## src/rtl/ss_pc_16b_pkg.sv

```systemverilog
// Shared datapath constants for the program counter and the control unit.
// No logic, so no latency.
// No flow control.
package ss_pc_16b_pkg;

    // Program counter width
    localparam int PC_W = 16;

    // Value the PC takes while reset is asserted
    localparam logic [PC_W-1:0] PC_RESET_VECTOR = 16'h0000;

    // Next-PC select encoding, shared with the control unit
    localparam logic PC_SRC_REL = 1'b0;
    localparam logic PC_SRC_ABS = 1'b1;

endpackage : ss_pc_16b_pkg

```

## src/rtl/ss_pc_next_16b.sv

```systemverilog
// Next-PC select: relative path (pc + 1 + add) or absolute target b.
// Purely combinational, zero cycles.
// No flow control.
module ss_pc_next_16b
    import ss_pc_16b_pkg::*;
#(
    parameter int WIDTH = PC_W
) (
    input  logic [WIDTH-1:0] i_pc,
    input  logic [WIDTH-1:0] i_add,
    input  logic [WIDTH-1:0] i_b,
    input  logic             i_pc_src,
    output logic [WIDTH-1:0] o_next
);

    logic [WIDTH-1:0] w_rel;

    // The offset is two's complement, so a plain modulo-2^WIDTH sum handles
    // negative offsets; the carry out of the top bit is dropped.
    assign w_rel = i_pc + WIDTH'(1) + i_add;

    // Choose between the relative and absolute targets
    always_comb begin
        o_next = w_rel;
        if (i_pc_src == PC_SRC_ABS) begin
            o_next = i_b;
        end
    end

endmodule : ss_pc_next_16b

```

## src/rtl/ss_pc_16b.sv

```systemverilog
// Program counter register with write enable and next-PC select.
// One cycle: inputs sampled on a rising edge of CLK show on pc right after it.
// No flow control; pc_write = 0 holds the current value.
module ss_pc_16b
    import ss_pc_16b_pkg::*;
#(
    parameter int               WIDTH        = PC_W,
    parameter logic [WIDTH-1:0] RESET_VECTOR = PC_RESET_VECTOR
) (
    input  logic             CLK,
    input  logic             reset,
    input  logic [WIDTH-1:0] add,
    input  logic [WIDTH-1:0] b,
    input  logic             pc_src,
    input  logic             pc_write,
    output logic [WIDTH-1:0] pc
);

    logic [WIDTH-1:0] r_pc;
    logic [WIDTH-1:0] w_next;

    ss_pc_next_16b #(
        .WIDTH (WIDTH)
    ) u_next (
        .i_pc     (r_pc),
        .i_add    (add),
        .i_b      (b),
        .i_pc_src (pc_src),
        .o_next   (w_next)
    );

    // PC register: asynchronous active-low clear, load the selected value when enabled
    always_ff @(posedge CLK or negedge reset) begin
        if (!reset) begin
            r_pc <= RESET_VECTOR;
        end else if (pc_write) begin
            r_pc <= w_next;
        end
    end

    assign pc = r_pc;

endmodule : ss_pc_16b

```

## config.mk

```make
export PLATFORM = sky130hd
export DESIGN_NAME = ss_pc_16b
export DESIGN_NICKNAME = d
export VERILOG_FILES = /design/src/rtl/ss_pc_16b_pkg.sv /design/src/rtl/ss_pc_next_16b.sv /design/src/rtl/ss_pc_16b.sv
export SDC_FILE = /design/constraint.sdc
export NUM_CORES = 1
export LEC_CHECK = 0
export CORE_AREA = 3 3 62 64
export CTS_CLUSTER_DIAMETER = 80
export DETAILED_ROUTE_END_ITERATION = 7
export DIE_AREA = 0 0 65 67
export PLACE_DENSITY = 0.77
export SLEW_MARGIN = 10
export SYNTH_ARGS = -nofsm -noshare
export SYNTH_HDL_FRONTEND = slang
export SYNTH_SLANG_ARGS = --single-unit
export TNS_END_PERCENT = 100
```

## constraint.sdc

```tcl
create_clock -name CLK -period 3.3 [get_ports CLK]
set_input_delay 0.66 -clock CLK [delete_from_list [all_inputs] [get_ports CLK]]
set_output_delay 0.66 -clock CLK [all_outputs]
set_load 0.01 [all_outputs]
```

==> flow_summary.toml <==
[timing]
holdWs_ns = 0.534
clock.fmax_mhz = 346
slew_violations = 0
period_needed_ns = 2.89
worst_pin_slew_ns = 0.777
skew_ns = 0.00324
timing.final.hold_violations = 0
setup_violations = 0
slew-limit-headroom_pct = 48.0
setup_tns_ns = 0
period_share_pct = 87.6
rsz0062_at_grt = "no"

[floorplanning]
io_pins = 52
start_util_pct = 44.4
coreArea_um2 = 3340
die_w_um = 65
dieArea_um2 = 4360
die_h_um = 67
rows = 21

[clocking]
hold_buffers = 0
cts_made_buffers = 3
cts.repair.resized = 0
cts_sinks = 16
clock_path_buffers = 2
insertion_delay_ns = 0.29
cts_root_buffer = "clkbuf_4"
cts_post_setup_buffers_inserted = 0
cts_tree = "yes"
clkTransAtPathRegs_ns = 0.09
cts.htree.levels = 1

[routing]
vias = 1409
wl_per_cell_um = 13.1
first_iter_violations = 59
drc = 0
routed_wl_um = 3550
firstDrtPassIters = 4
viasPerCell = 5.18
ant_nets = 0

[global_route]
antenna_found_initial = 0
grt_pass1_vias = 1360
grt_pass1_wl_um = 6180
grt_max_degree = 40
track_usage_pct = 17.9
grt_overflow = 0

[power]
p_leak_uw = 0.000862
powerDensity_nw_per_um2 = 545
vdd_drop_max_v = 0.000244

[worst_setup_path]
worst_setup_path_start_kind = "input port"
crit_buf_inv = 3
worst-setup-path-type = "in -> reg"
cp.required_ns = 3.47
critical_path_arrival_ns = 3.06
worstPathMaxFanout = 4
r2r_slack_ns = 0.77
crit_path_end_kind = "flip-flop"
crit_chain = "clkdlybuf4s50_1 > inv_1 > ha_1 > inv_1 > fa_1 > a21o_1 > a221o_1 > a21o_1 > a21oi_2 > nor4b_1 > or3_1"
slowest_stage = "clkdlybuf4s50_1"
crit_family = "compound AO/OA/AOI/OAI gates"
max_stage_delay_ns = 0.40

[synthesis]
synthTopCellsByArea = "dfrtp_1 (27%), ha_1 (13%), a21oi_1 (7.1%)"
yosys.area.top_type_share_pct = 27.0
synth_compound_area_share_pct = 23.9
synthCells = 179
ys_seq_elements = 16
synthSimpleGateAreaFrac_pct = 21.9
avgSynthCellArea_um2 = 8.28
async_flop_share_pct = 100
yosysWarningCount = 0
synth_common_cells = "a21oi_1 (21), dfrtp_1 (16), ha_1 (15), nor2_1 (15), nand2_1 (11)"
synth_area_um2 = 1480
ys_seq_area_share_pct = 27.0
yosysTopAreaCell = "dfrtp_1"
synth_top_flop_cell = "dfrtp_1"
synth_top_family_by_area = "compound AO/OA/AOI/OAI gates"
yosysMostFrequentCell = "a21oi_1"
syn_nets = 231
synthAdderAreaFrac_pct = 14.0
synth_xor_area_share_pct = 5.91
synthMuxAreaShare_pct = 3.46
ys_types = 43
synth_edf_count = 0

[finish]
largest_register_ffs = 16
fin_nets = 280
syn_to_final_growth_pct = 38.6
fillers = 320
drive_above_1_share_pct = 3.98
n_antenna_cell = 0
postLayoutCoreUtil_pct = 61.5

[run_status]
outcome = "finished clean"

[place]
port_buffers = 51
hpwl_um = 2730
routabilityCongestion = 0.869

[worst_hold_path]
hold_class = "reg -> reg"

[flow_run]
drv_cap = 0
-- per-stage QoR --
stage / cell area [µm²] / setup slack (ns) / std cells / total power (µW)
after global placement: 2030 / 0.141 / 269 / 1010
after detailed placement: 2030 / 0.0981 / 269 / 1020
final: 2050 / 0.410 / 272 / 1120
after floorplan: 1480 / 0.640 / 179 / 769
after CTS: 2050 / 0.407 / 272 / 1130
after global routing: 2050 / 0.254 / 272 / 1230
-- power breakdown --
group          switching [µW]  internal [µW]  total, µW
Clock                    61.9           42.4        104
Sequential               49.2            252        301
Combinational             341            373        714
Total                     452            668       1120
-- layer usage --
layer	wire, µm	vias to the layer above	share of wire (%)	global-route usage [%]
met3	153	4	4.3	2.87
met1	1740	619	49	24.2
li1	-	751	-	-
met5	0	-	0	0
met2	1630	35	46	29.4
met4	30	0	0.84	4.75
-- logic make-up (layout without fill, tap and decap cells) --
family          count (synthesis)  count (layout)
flops                          16              16
xor+xnor                       10              10
mux                             5               5
compound gates                 56              56
fa+ha+maj                      16              16
buf+inv                        15              62
simple gates                   61              61
-- placed cells by master (no fill, tap or decap), types with 2 or more instances in the layout --
cell / instances
clkdlybuf4s50_1: 51
a21oi_1: 21
dfrtp_1: 16
nor2_1: 15
ha_1: 15
nand2_1: 11
o21ai_0: 8
nand3_1: 7
inv_1: 6
xnor2_1: 6
nor2b_1: 6
a21o_1: 5
nand2b_1: 5
o211ai_1: 4
mux2i_1: 4
xor2_1: 4
a31oi_1: 4
and3_1: 3
o21a_1: 3
clkbuf_4: 3
a211oi_1: 2
o221ai_1: 2
nor3_1: 2
nand3b_1: 2
buf_4: 2
-- final cells by class --
class | count | area [µm²] | share of cell area, %
multi-input cells | 148 | 1020 | 49.9
repair buffers | 53 | 526 | 25.6
flip-flops and latches | 16 | 400 | 19.5
well taps | 46 | 57.6 | 2.80
clock buffers | 3 | 22.5 | 1.10
inverters | 6 | 22.5 | 1.10
-- worst register-to-register path, cell delays in order (launching register included) --
cell and delay, ns:
dfrtp_1 0.41, inv_1 0.06, ha_1 0.15, inv_1 0.05, fa_1 0.41, a21o_1 0.21, a221o_1 0.36, a21o_1 0.21
a21oi_2 0.14, nor4b_1 0.06, or3_1 0.37
-- worst paths after layout --
path,end,cells after the start,startpoint
min in group asynchronous,pc[14],1,reset
worst max-delay path,pc[8],11,add[0]
worst min register to register,pc[10],1,pc[10]
max in group asynchronous,pc[4],1,reset
worst max register to register,pc[8],10,pc[0]
worst min-delay path,pc[10],1,pc[10]
Power figures use the tool's default switching activity.
